[config.mk]
export PLATFORM = sky130hd
export DESIGN_NAME = seq_divider32_16
export DESIGN_NICKNAME = d
export VERILOG_FILES = /design/src/rtl/arith_pkg.sv /design/src/rtl/srcs_subtractor.sv /design/src/rtl/seq_divider32_16.sv
export SDC_FILE = /design/constraint.sdc
export NUM_CORES = 1
export LEC_CHECK = 0
export BUFFER_PORTS_ARGS = -buffer_cell sky130_fd_sc_hd__buf_2
export CAP_MARGIN = 20
export CORE_MARGIN = 3
export CORE_UTILIZATION = 50
export DETAILED_ROUTE_END_ITERATION = 10
export GPL_TIMING_DRIVEN = 0
export PLACE_DENSITY = 0.79
export SETUP_SLACK_MARGIN = 0.1
export SLEW_MARGIN = 20
export SYNTH_ARGS = -nofsm -noshare
export SYNTH_HDL_FRONTEND = slang
export SYNTH_SLANG_ARGS = --single-unit
[constraint.sdc]
create_clock -name clk -period 5.8 [get_ports clk]
set_input_delay 1.45 -clock clk [delete_from_list [all_inputs] [get_ports clk]]
set_output_delay 1.45 -clock clk [all_outputs]
set_load 0.05 [all_outputs]
[src/rtl/arith_pkg.sv]
// Shared widths and FSM encoding for the sequential arithmetic blocks.
package arith_pkg;

  localparam int DIVIDEND_W = 32;
  localparam int DIVISOR_W  = 16;
  localparam int CNT_W      = $clog2(DIVIDEND_W);

  typedef enum logic [1:0] {
    IDLE = 2'd0,
    CALC = 2'd1,
    DONE = 2'd2
  } div_state_e;

endpackage

[src/rtl/srcs_subtractor.sv]
// Square-root carry-select subtractor: diff = a - b computed as a + ~b + 1.
// Block widths grow 2,3,4,... so each block's select arrives as its sums settle.
module srcs_subtractor #(
  parameter int WIDTH = 17
) (
  input  logic [WIDTH-1:0] a_i,
  input  logic [WIDTH-1:0] b_i,
  output logic [WIDTH-1:0] diff_o,
  output logic             borrow_o
);

  function automatic int blk_lo(input int k);
    return 2 * k + (k * (k - 1)) / 2;
  endfunction

  function automatic int num_blocks();
    int k;
    k = 0;
    while (blk_lo(k) < WIDTH) k++;
    return k;
  endfunction

  localparam int NBLK = num_blocks();

  logic [WIDTH-1:0] b_n;
  logic [NBLK:0]    carry;

  assign b_n      = ~b_i;
  assign carry[0] = 1'b1;

  for (genvar k = 0; k < NBLK; k++) begin : g_blk
    localparam int LO = blk_lo(k);
    localparam int HI = ((blk_lo(k + 1) > WIDTH) ? WIDTH : blk_lo(k + 1)) - 1;
    localparam int BW = HI - LO + 1;

    logic [BW:0] sum0;
    logic [BW:0] sum1;

    // Both carry-in outcomes are formed up front; the incoming carry only selects.
    assign sum0 = {1'b0, a_i[HI:LO]} + {1'b0, b_n[HI:LO]};
    assign sum1 = sum0 + {{BW{1'b0}}, 1'b1};

    assign diff_o[HI:LO] = carry[k] ? sum1[BW-1:0] : sum0[BW-1:0];
    assign carry[k+1]    = carry[k] ? sum1[BW] : sum0[BW];
  end

  assign borrow_o = ~carry[NBLK];

endmodule

[src/rtl/seq_divider32_16.sv]
// Radix-2 restoring divider, one quotient bit per cycle, valid/ready on both sides.
// Handshake: a transfer happens on a rising edge where valid && ready; in_ready is high only in IDLE, out_valid only in DONE.
module seq_divider32_16
  import arith_pkg::*;
(
  input  logic                  clk,
  input  logic                  rst,
  input  logic                  in_valid,
  output logic                  in_ready,
  input  logic [DIVIDEND_W-1:0] dividend,
  input  logic [DIVISOR_W-1:0]  divisor,
  output logic                  out_valid,
  input  logic                  out_ready,
  output logic [DIVIDEND_W-1:0] quotient,
  output logic [DIVISOR_W-1:0]  remainder,
  output logic                  div_zero,
  output logic [1:0]            dbg_state_o
);

  div_state_e            state_q;
  logic [CNT_W-1:0]      cnt_q;
  logic [DIVIDEND_W-1:0] q_reg_q;
  logic [DIVISOR_W:0]    r_reg_q;
  logic [DIVISOR_W-1:0]  dsor_q;
  logic [DIVIDEND_W-1:0] quot_q;
  logic [DIVISOR_W-1:0]  rem_q;
  logic                  dz_q;

  logic [DIVISOR_W:0]    shift_d;
  logic [DIVISOR_W:0]    diff_w;
  logic                  borrow_w;
  logic [DIVISOR_W:0]    r_reg_d;
  logic [DIVIDEND_W-1:0] q_reg_d;

  srcs_subtractor #(.WIDTH(DIVISOR_W + 1)) u_sub (
    .a_i      (shift_d),
    .b_i      ({1'b0, dsor_q}),
    .diff_o   (diff_w),
    .borrow_o (borrow_w)
  );

  // Partial remainder stays below the divisor, so its top bit is always free for the shift.
  always_comb begin
    shift_d = {r_reg_q[DIVISOR_W-1:0], q_reg_q[DIVIDEND_W-1]};
    r_reg_d = borrow_w ? shift_d : diff_w;
    q_reg_d = {q_reg_q[DIVIDEND_W-2:0], ~borrow_w};
  end

  always_ff @(posedge clk) begin
    if (rst) begin
      state_q <= IDLE;
      cnt_q   <= '0;
      q_reg_q <= '0;
      r_reg_q <= '0;
      dsor_q  <= '0;
      quot_q  <= '0;
      rem_q   <= '0;
      dz_q    <= 1'b0;
    end else begin
      case (state_q)
        IDLE: begin
          if (in_valid) begin
            if (divisor != '0) begin
              dsor_q  <= divisor;
              q_reg_q <= dividend;
              r_reg_q <= '0;
              cnt_q   <= CNT_W'(DIVIDEND_W - 1);
              state_q <= CALC;
            end else begin
              quot_q  <= '1;
              rem_q   <= dividend[DIVISOR_W-1:0];
              dz_q    <= 1'b1;
              state_q <= DONE;
            end
          end
        end
        CALC: begin
          q_reg_q <= q_reg_d;
          r_reg_q <= r_reg_d;
          if (cnt_q == '0) begin
            quot_q  <= q_reg_d;
            rem_q   <= r_reg_d[DIVISOR_W-1:0];
            dz_q    <= 1'b0;
            state_q <= DONE;
          end else begin
            cnt_q <= cnt_q - CNT_W'(1);
          end
        end
        DONE: begin
          if (out_ready) state_q <= IDLE;
        end
        default: state_q <= IDLE;
      endcase
    end
  end

  assign in_ready    = (state_q == IDLE);
  assign out_valid   = (state_q == DONE);
  assign quotient    = quot_q;
  assign remainder   = rem_q;
  assign div_zero    = dz_q;
  assign dbg_state_o = state_q;

endmodule

# ---- Word level (Yosys, flattened, before mapping)
# Cells that the tools add are included.
dict set report classes {
  n_addsub 11
  n_eq_ne 8
  muxes 36
  bitwise 1
  n_reduce_logical 9
}
# op n
set op_table {}
lappend op_table {{two-way mux 32 bit} 5}
lappend op_table {{case mux 32 bit (2 select lines)} 2}
lappend op_table {{two-way mux 16 bit} 6}
lappend op_table {{case mux 16 bit (2 select lines)} 2}
lappend op_table {{two-way mux 5 bit} 4}
lappend op_table {{NOT 16 -> 17 bit} 1}
lappend op_table {{nonzero test 16 bit} 1}
lappend op_table {{two-way mux 2 bit} 5}
lappend op_table {{case mux 5 bit (2 select lines)} 1}
lappend op_table {{AND reduction 3 bit} 3}
lappend op_table {{adder 3 x 3 -> 4 bit} 2}
lappend op_table {{adder 4 x 1 -> 4 bit (second input constant)} 2}
lappend op_table {{!= test 2 bit (second input constant)} 4}
lappend op_table {{AND reduction 4 bit} 2}
lappend op_table {{two-way mux 1 bit} 7}
lappend op_table {{adder 5 x 5 -> 6 bit} 1}
lappend op_table {{adder 6 x 1 -> 6 bit (second input constant)} 1}
lappend op_table {{case mux 2 bit (3 select lines)} 1}
lappend op_table {{adder 4 x 4 -> 5 bit} 1}
lappend op_table {{adder 5 x 1 -> 5 bit (second input constant)} 1}
lappend op_table {{zero test 5 bit} 1}
lappend op_table {{subtractor 5 x 1 -> 5 bit (second input constant)} 1}
lappend op_table {{two-way mux 4 bit} 1}
lappend op_table {{!= test 2 x 1 -> 1 bit (second input constant)} 2}
lappend op_table {{other kinds (8)} 8}
dict set report word_totals {
  ff_bits 120
  in_bits 52
  output_inout_bits 53
  elab_cells 73
}

# ---- Depth between registers and ports, before layout
# Gate-level depths: netlist of the first run.
dict set report depth {
  depth_word 10
  depth_mapped 16
  mapped_depth_nobuf 14
}

# ---- Modules after synthesis
# A second synthesis of the first run with hierarchy kept.
dict set report unflattened {
  cells_unflattened 669
  hier_area_um2 6314.8
}
# mod instances cells_each area_per_inst_um2 seq_area_each_um2
set modules_own_cells {}
lappend modules_own_cells {seq_divider32_16 1 534 5216.3 2402.3}
lappend modules_own_cells {srcs_subtractor 1 135 1098.6 0.0}

# ---- Worst setup path before layout of the first run
# OpenSTA, ideal clock, no wires.
dict set report synth_path {
  path_type {input-to-reg}
  from {input port divisor[4]}
  to {register r_reg_q[14]}
  setup_time_ns 0.147
  arrival_time_ns 2.936
  t_required_ns 5.653
  path_slack_ns 2.716
  stages 7
  n_path_buf 2
  path_cell_list {nor4_1 and4_1 nand2b_1 a21oi_1 clkbuf_1 buf_1 a211oi_1}
}
dict set report synth_between {
  elab_chain_len 3
}
# item line
set synth_lines {}
lappend synth_lines {{start, declared} seq_divider32_16.sv:11} ;# input logic [DIVISOR_W-1:0] divisor,
lappend synth_lines {{nonzero test 16 bit} seq_divider32_16.sv:63} ;# if (divisor != '0) begin
lappend synth_lines {{!= test 2 x 1 -> 1 bit (no line)} -}
lappend synth_lines {{AND reduction 3 bit (no line)} -}
lappend synth_lines {{end signal, assigned} seq_divider32_16.sv:79} ;# r_reg_q <= r_reg_d;
lappend synth_lines {{end, declared} seq_divider32_16.sv:23} ;# logic [DIVISOR_W:0] r_reg_q;
# Every way passes these cells.
# A chain may end at the register's enable or synchronous reset.

# ---- Final worst setup path of the first run
dict set report layout_path {
  from {register dsor_q[2]}
  to {register rem_q[6] (netlist: remainder[6])}
}
dict set report layout_between {
  elab_chain_len 10
  word_cells_on_any_way 11
  classes_between {2 x add/sub; 8 x mux; 1 x bitwise}
}
# item line
set layout_lines {}
lappend layout_lines {{start, declared} seq_divider32_16.sv:24} ;# logic [DIVISOR_W-1:0] dsor_q;
lappend layout_lines {{start signal, assigned} seq_divider32_16.sv:64} ;# dsor_q <= divisor;
lappend layout_lines {{NOT 16 -> 17 bit *} srcs_subtractor.sv:28} ;# assign b_n = ~b_i;
lappend layout_lines {{adder 3 x 3 -> 4 bit *} srcs_subtractor.sv:40} ;# assign sum0 = {1'b0, a_i[HI:LO]} + {1'b0, b_n[HI:LO]};
lappend layout_lines {{adder 4 x 1 -> 4 bit} srcs_subtractor.sv:41} ;# assign sum1 = sum0 + {{BW{1'b0}}, 1'b1};
lappend layout_lines {{two-way mux 1 bit *} srcs_subtractor.sv:44} ;# assign carry[k+1] = carry[k] ? sum1[BW] : sum0[BW];
lappend layout_lines {{two-way mux 1 bit (3 in series)} srcs_subtractor.sv:44}
lappend layout_lines {{two-way mux 16 bit *} seq_divider32_16.sv:45} ;# r_reg_d = borrow_w ? shift_d : diff_w;
lappend layout_lines {{two-way mux 16 bit *} seq_divider32_16.sv:80} ;# if (cnt_q == '0) begin
lappend layout_lines {{case mux 16 bit (2 select lines) *} seq_divider32_16.sv:60} ;# case (state_q)
lappend layout_lines {{end signal, assigned} seq_divider32_16.sv:71} ;# rem_q <= dividend[DIVISOR_W-1:0];
lappend layout_lines {{end signal, assigned} seq_divider32_16.sv:82} ;# rem_q <= r_reg_d[DIVISOR_W-1:0];
lappend layout_lines {{end, declared} seq_divider32_16.sv:26} ;# logic [DIVISOR_W-1:0] rem_q;
# Mark *: on every way between the ends. The rest lies on a longest branch, timed or not. The select of a mux whose other input is x is not followed.

==> impl_metrics.toml, run 1 <==
[clocking]
htree_levels = 4
tritoncts = "yes"
hold_buffers = 0
ctsLongestPathBuffers = 2
cts_resized = 0
clk_pin_slew_ns = 0.06
clockRootBuffer = "clkbuf_16"
cts_buffers = 17
clock_sinks = 120
post-cts-setup-buffer-count = 0
clk_latency_ns = 0.42

[floorplan]
die_area_um2 = 13000
pin_count = 105
core_um2 = 11100
rows = 38
die_x_um = 114
start_util = 0.526
die_h_um = 114

[power]
ir_worst_vdd_v = 0.000250
power.internal_w = 0.00200
sw_frac_of_total = 0.360
p_comb_frac = 0.327
p_seq_frac = 0.318
p_sw_w = 0.00112
leakage_nw = 2.98
p_clk_frac = 0.355
p_per_area_nw_per_um2 = 436

[detailed_routing]
via_count = 5582
firstDrtPassIters = 6
ant_nets = 0
avgRoutedWirePerCell_um = 16.6
drcViolationCount = 0
wirelength_um = 16200
first_iter_violations = 495
routed_via_density = 5.70

[worst_setup_path]
criticalPathCategory = "reg -> reg"
worstPathRequired_ns = 6.07
cp-end-kind = "flop"
path_max_fanout = 10
worstPathArrival_ns = 3.91
cp_top_family = "compound AO/OA/AOI/OAI gates"
max_stage_delay_ns = 0.49
path_buf_inv = 3
path_common_cell = "xnor2_2"
path_cells = "inv_1, ha_1, fa_1, xnor2_2, nor2_2, xnor2_2, and4_1, buf_2, nor2_1, a22oi_1, a21oi_4, buf_6, a22oi_2, a311oi_2"
crit_slowest_cell = "a22oi_1"
startpoint_type = "flop"

[yosys]
dominantRegCellSynth = "dfxtp_1"
synth.top_cell.area_share = 0.410
ys_seq_area_frac = 0.410
postSynthAreaPerCell_um2 = 8.30
yosys.area.top_type = "dfxtp_1"
synth_cell_types = 53
netlist_area_um2 = 5860
async_flop_share = 0
synth_edf_count = 0
synth_fp_nets = 783
synth-seq-cells = 120
netlist_instances = 706
synth.area.top_cells = "dfxtp_1 41%, nor2_1 8.7%, nand2_1 7.0%, a311oi_1 5.4%, ha_1 4.3%"
synth-warning-count = 0

[place]
io_buffers = 103
gp_congestion = 0.888
dpl.hpwl_um = 12200

[final_layout]
final_common_cell = "nor2_1"
fin_util = 0.644
layout_common_cells = "135 x nor2_1, 120 x dfxtp_1, 110 x nand2_1"
syn_to_final_growth_pct = 22.3
drive_gt1_frac = 0.211
final_nets = 905
diodes = 0

[run_status]
status = "completed"

[sta]
rsz0062_at_grt = "false"
timing.final.crit_share = 0.628
worst_pin_slew_ns = 0.776
fmax_mhz = 275
slew_violations = 0
final_hold_viol_count = 0
setup_viol = 0
clock-skew-final_ns = 0.00623
tns_ns = 0
fin_crit_ns = 3.64
max-slew-margin-rel = 0.478

[global_route]
grt_max_degree = 17
antenna_found_initial = 0
grt_pass1_wl_um = 26300
grt.total_usage = 0.252
overflow = 0
grt_pass1_vias = 5514

[job]
cap_violations = 0

[worst_hold_path]
hp-class = "reg -> reg"
logic make-up after synthesis:
kind of cell / synth area share
AOI/OAI and AO/OA: 0.207
xor gates and xnor gates: 0.0355
adders and majority gates: 0.0598
buffers and inverters: 0.0515
DFF: 0.410
muxes: 0.00555
and+or+nand+nor: 0.231
sequential cells by signal, indices dropped and copies added, names as in the netlist:
register	count
q_reg_q	32
quotient	32
dsor_q	16
r_reg_q	16
remainder	16
cnt_q	5
dbg_state_o	2
div_zero	1
tightest hold or removal path, stage by stage (launching register included):
cell and delay, ns:
dfxtp_1 0.31, nand2_1 0.05, a21oi_1 0.05
through the flow:
stage / hold slack (ns) / total power (W) / cell area, um2 / worst slack, ns / cells
finish: 0.455 / 0.00313 / 7170 / 2.16 / 980
global route: 0.480 / 0.00326 / 7170 / 1.95 / 980
global placement: 0.446 / 0.00196 / 6550 / 2.13 / 949
CTS: 0.457 / 0.00311 / 7170 / 2.22 / 980
detailed placement: 0.449 / 0.00200 / 6550 / 2.04 / 949
floorplan: 0.436 / 0.00177 / 5860 / 2.72 / 706
final cells by class:
type	instances	area, um2
Multi-Input combinational cell	510	3150
Buffer	49	200
Clock inverter	12	175
Inverter	27	101
Tap cell	140	175
Clock buffer	19	443
Sequential cell	120	2400
Fill cell	951	3960
Timing Repair Buffer	103	515
cell usage after synthesis, types with 2 or more instances:
master,n
a211oi_1,9
a211oi_2,10
a21o_1,6
a21oi_1,33
a22oi_1,3
a22oi_2,9
a311oi_1,36
a311oi_2,10
a31oi_1,3
and2_1,3
and4_1,2
buf_6,2
clkbuf_1,45
dfxtp_1,120
fa_1,5
ha_1,20
inv_1,27
mux2_2,2
nand2_1,110
nand2b_1,7
nand3_1,7
nor2_1,135
nor2b_1,4
nor3_1,34
nor3_2,2
nor4_1,5
o2111ai_1,5
o211ai_1,2
o21ai_0,5
o21bai_1,2
or3_1,2
xnor2_1,14
xnor2_2,2
xor2_1,6
layer usage:
metal  share of wire  vias to the layer above  track usage
met4           0.022                        0       0.0950
met1            0.43                     2609        0.312
met5               0                        -            0
met2            0.48                      231        0.432
met3           0.069                       34       0.0529
li1                -                     2708            -
path summary, 6_finish.rpt:
path                          start                   endpoint  slack (ns)  cells after the start
min          dsor_q[8]$_SDFFE_PP0P_     dsor_q[8]$_SDFFE_PP0P_        0.46                      2
min reg2reg  dsor_q[8]$_SDFFE_PP0P_     dsor_q[8]$_SDFFE_PP0P_        0.46                      2
max          dsor_q[2]$_SDFFE_PP0P_  remainder[6]$_SDFFE_PP0P_        2.16                     14
max reg2reg  dsor_q[2]$_SDFFE_PP0P_  remainder[6]$_SDFFE_PP0P_        2.16                     14
power groups by stage:
stage	logic [W]	registers (W)	clock network, W
final	0.00102	0.000994	0.00111
after CTS	0.00101	0.000992	0.00111
after global placement	0.000959	0.00100	0
after global routing	0.00111	0.00100	0.00115
after floorplan	0.000665	0.00111	0
after detailed placement	0.000994	0.00101	0
Power figures use the tool's default switching activity.
==> run 2: changes to the inputs <==
Clock period 5.8 ns to 3.8 ns, I/O delays scaled along.
==> run 2 against run 1 <==
Register-to-register slack worse by 1.9 ns. Sequential share of layout area fell by 0.15 points. Via count rose by 0.29%. Design area grew 0.44%. Worst setup slack worse by 1.9 ns. Clock power grew 53%. Critical endpoint unchanged. Largest cell class unchanged. Largest power group unchanged. Highest routed layer unchanged.
==> impl_metrics.toml, run 2 (same netlist as run 1, synthesis figures left out) <==
[run_status]
status = "completed"

[clocking]
clockRootBuffer = "clkbuf_16"
tritoncts = "yes"
clk_pin_slew_ns = 0.06
clock_sinks = 120
clk_latency_ns = 0.41
htree_levels = 4
cts_buffers = 17
ctsLongestPathBuffers = 2

[sta]
setup_viol = 0
slew_violations = 0
clock-skew-final_ns = 0.00691
worst_pin_slew_ns = 0.790
rsz0062_at_grt = "false"
fin_crit_ns = 3.50
timing.final.crit_share = 0.922
tns_ns = 0
fmax_mhz = 286
final_hold_viol_count = 0
max-slew-margin-rel = 0.473

[detailed_routing]
wirelength_um = 16300
avgRoutedWirePerCell_um = 16.6
via_count = 5598
first_iter_violations = 468
routed_via_density = 5.70
drcViolationCount = 0
ant_nets = 0
firstDrtPassIters = 5

[worst_setup_path]
startpoint_type = "flop"
path_buf_inv = 3
path_cells = "ha_1, inv_1, fa_1, xnor2_1, nand2_1, nor3_2, and4_1, buf_2, o2111ai_1, o2111a_2, a21oi_4, buf_6, a22oi_2, a311oi_2"
cp_top_family = "compound AO/OA/AOI/OAI gates"
crit_cells = 14
crit_slowest_cell = "dfxtp_1"
worstPathRequired_ns = 4.12
path_max_fanout = 10
cp-end-kind = "flop"
worstPathArrival_ns = 3.82
max_stage_delay_ns = 0.40
reg2reg_depth = 14
criticalPathCategory = "reg -> reg"

[power]
leakage_nw = 2.99
ir_worst_vdd_v = 0.000383
p_per_area_nw_per_um2 = 667

[final_layout]
diodes = 0
layout_common_cells = "135 x nor2_1, 120 x dfxtp_1, 110 x nand2_1"
syn_to_final_growth_pct = 22.9
drive_gt1_frac = 0.214
final_nets = 907
final_common_cell = "nor2_1"
stdcell_count = 982
post-route-cell-area_um2 = 7200

[floorplan]
die_area_um2 = 13000
pin_count = 105
die_h_um = 114
die_x_um = 114
start_util = 0.526
rows = 38
core_um2 = 11100

[global_route]
grt_max_degree = 17
antenna_found_initial = 0
grt_pass1_wl_um = 26300
grt_pass1_vias = 5514
overflow = 0
grt.total_usage = 0.252

[place]
gp_congestion = 0.888
dpl.hpwl_um = 12200
io_buffers = 103
place_inst = 949
detailed_place.area_um2 = 6550

[job]
cap_violations = 0

[worst_hold_path]
hp-class = "reg -> reg"
hold_path_depth = 2
==> run 2: cell types whose count changed in the layout (fill, tap and decap cells not counted) <==
cell and change:
xnor2_4 +1, a22oi_1 -1, a22oi_2 +1, buf_4 +2, xnor2_2 -1
==> run 2: path summary, 6_finish.rpt <==
check	start	to	slack (ns)
worst max-delay path	r_reg_q[4]$_SDFFE_PP0P_	remainder[6]$_SDFFE_PP0P_	0.30
worst min-delay path	dsor_q[8]$_SDFFE_PP0P_	dsor_q[8]$_SDFFE_PP0P_	0.46
worst max register to register	r_reg_q[4]$_SDFFE_PP0P_	remainder[6]$_SDFFE_PP0P_	0.30
worst min register to register	dsor_q[8]$_SDFFE_PP0P_	dsor_q[8]$_SDFFE_PP0P_	0.46
==> run 2: timing repair <==
action / CTS / global route
resized for setup: 0 / 2
hold buffers: 0 / 0
buffers inserted: 0 / 2
hold endpoints to repair: 0 / 0
setup endpoints to repair: 0 / 23
==> run 2: metal layers <==
metal | GRT usage | vias to the layer above | part of all wire
met5 | 0 | - | 0
met3 | 0.0529 | 37 | 0.070
met2 | 0.432 | 237 | 0.48
li1 | - | 2717 | -
met1 | 0.312 | 2607 | 0.43
met4 | 0.0950 | 0 | 0.023
==> run 2: layout make-up <==
| class | instances | area [um2] |
|---|---|---|
| clock buffer | 19 | 443 |
| buffer | 49 | 200 |
| timing repair buffer | 105 | 531 |
| inverter | 27 | 101 |
| clock inverter | 12 | 175 |
| sequential | 120 | 2400 |
| tap | 140 | 175 |
| fill | 948 | 3930 |
| multi-input combinational | 510 | 3170 |
==> run 2: power breakdown <==
part,switching [W],internal (W)
clock,0.000586,0.00111
combinational,0.00103,0.000562
sequential,0.000112,0.00140
total,0.00173,0.00308
==> run 2: worst register-to-register path, cell delays in order, from the launching register on <==
cell	delay, ns
dfxtp_1	0.40
ha_1	0.20
inv_1	0.06
fa_1	0.40
xnor2_1	0.29
nand2_1	0.11
nor3_2	0.27
and4_1	0.26
buf_2	0.17
o2111ai_1	0.16
o2111a_2	0.26
a21oi_4	0.21
buf_6	0.21
a22oi_2	0.13
a311oi_2	0.27
==> run 2: per-stage QoR <==
stage | power (W) | hold WS [ns] | setup slack (ns) | util
floorplan | 0.00271 | 0.436 | 0.803 | -
global placement | 0.00299 | 0.446 | 0.388 | 0.589
detailed placement | 0.00306 | 0.449 | 0.325 | 0.589
CTS | 0.00475 | 0.457 | 0.217 | 0.644
global route | 0.00501 | 0.480 | 0.136 | 0.647
finish | 0.00480 | 0.455 | 0.298 | 0.647
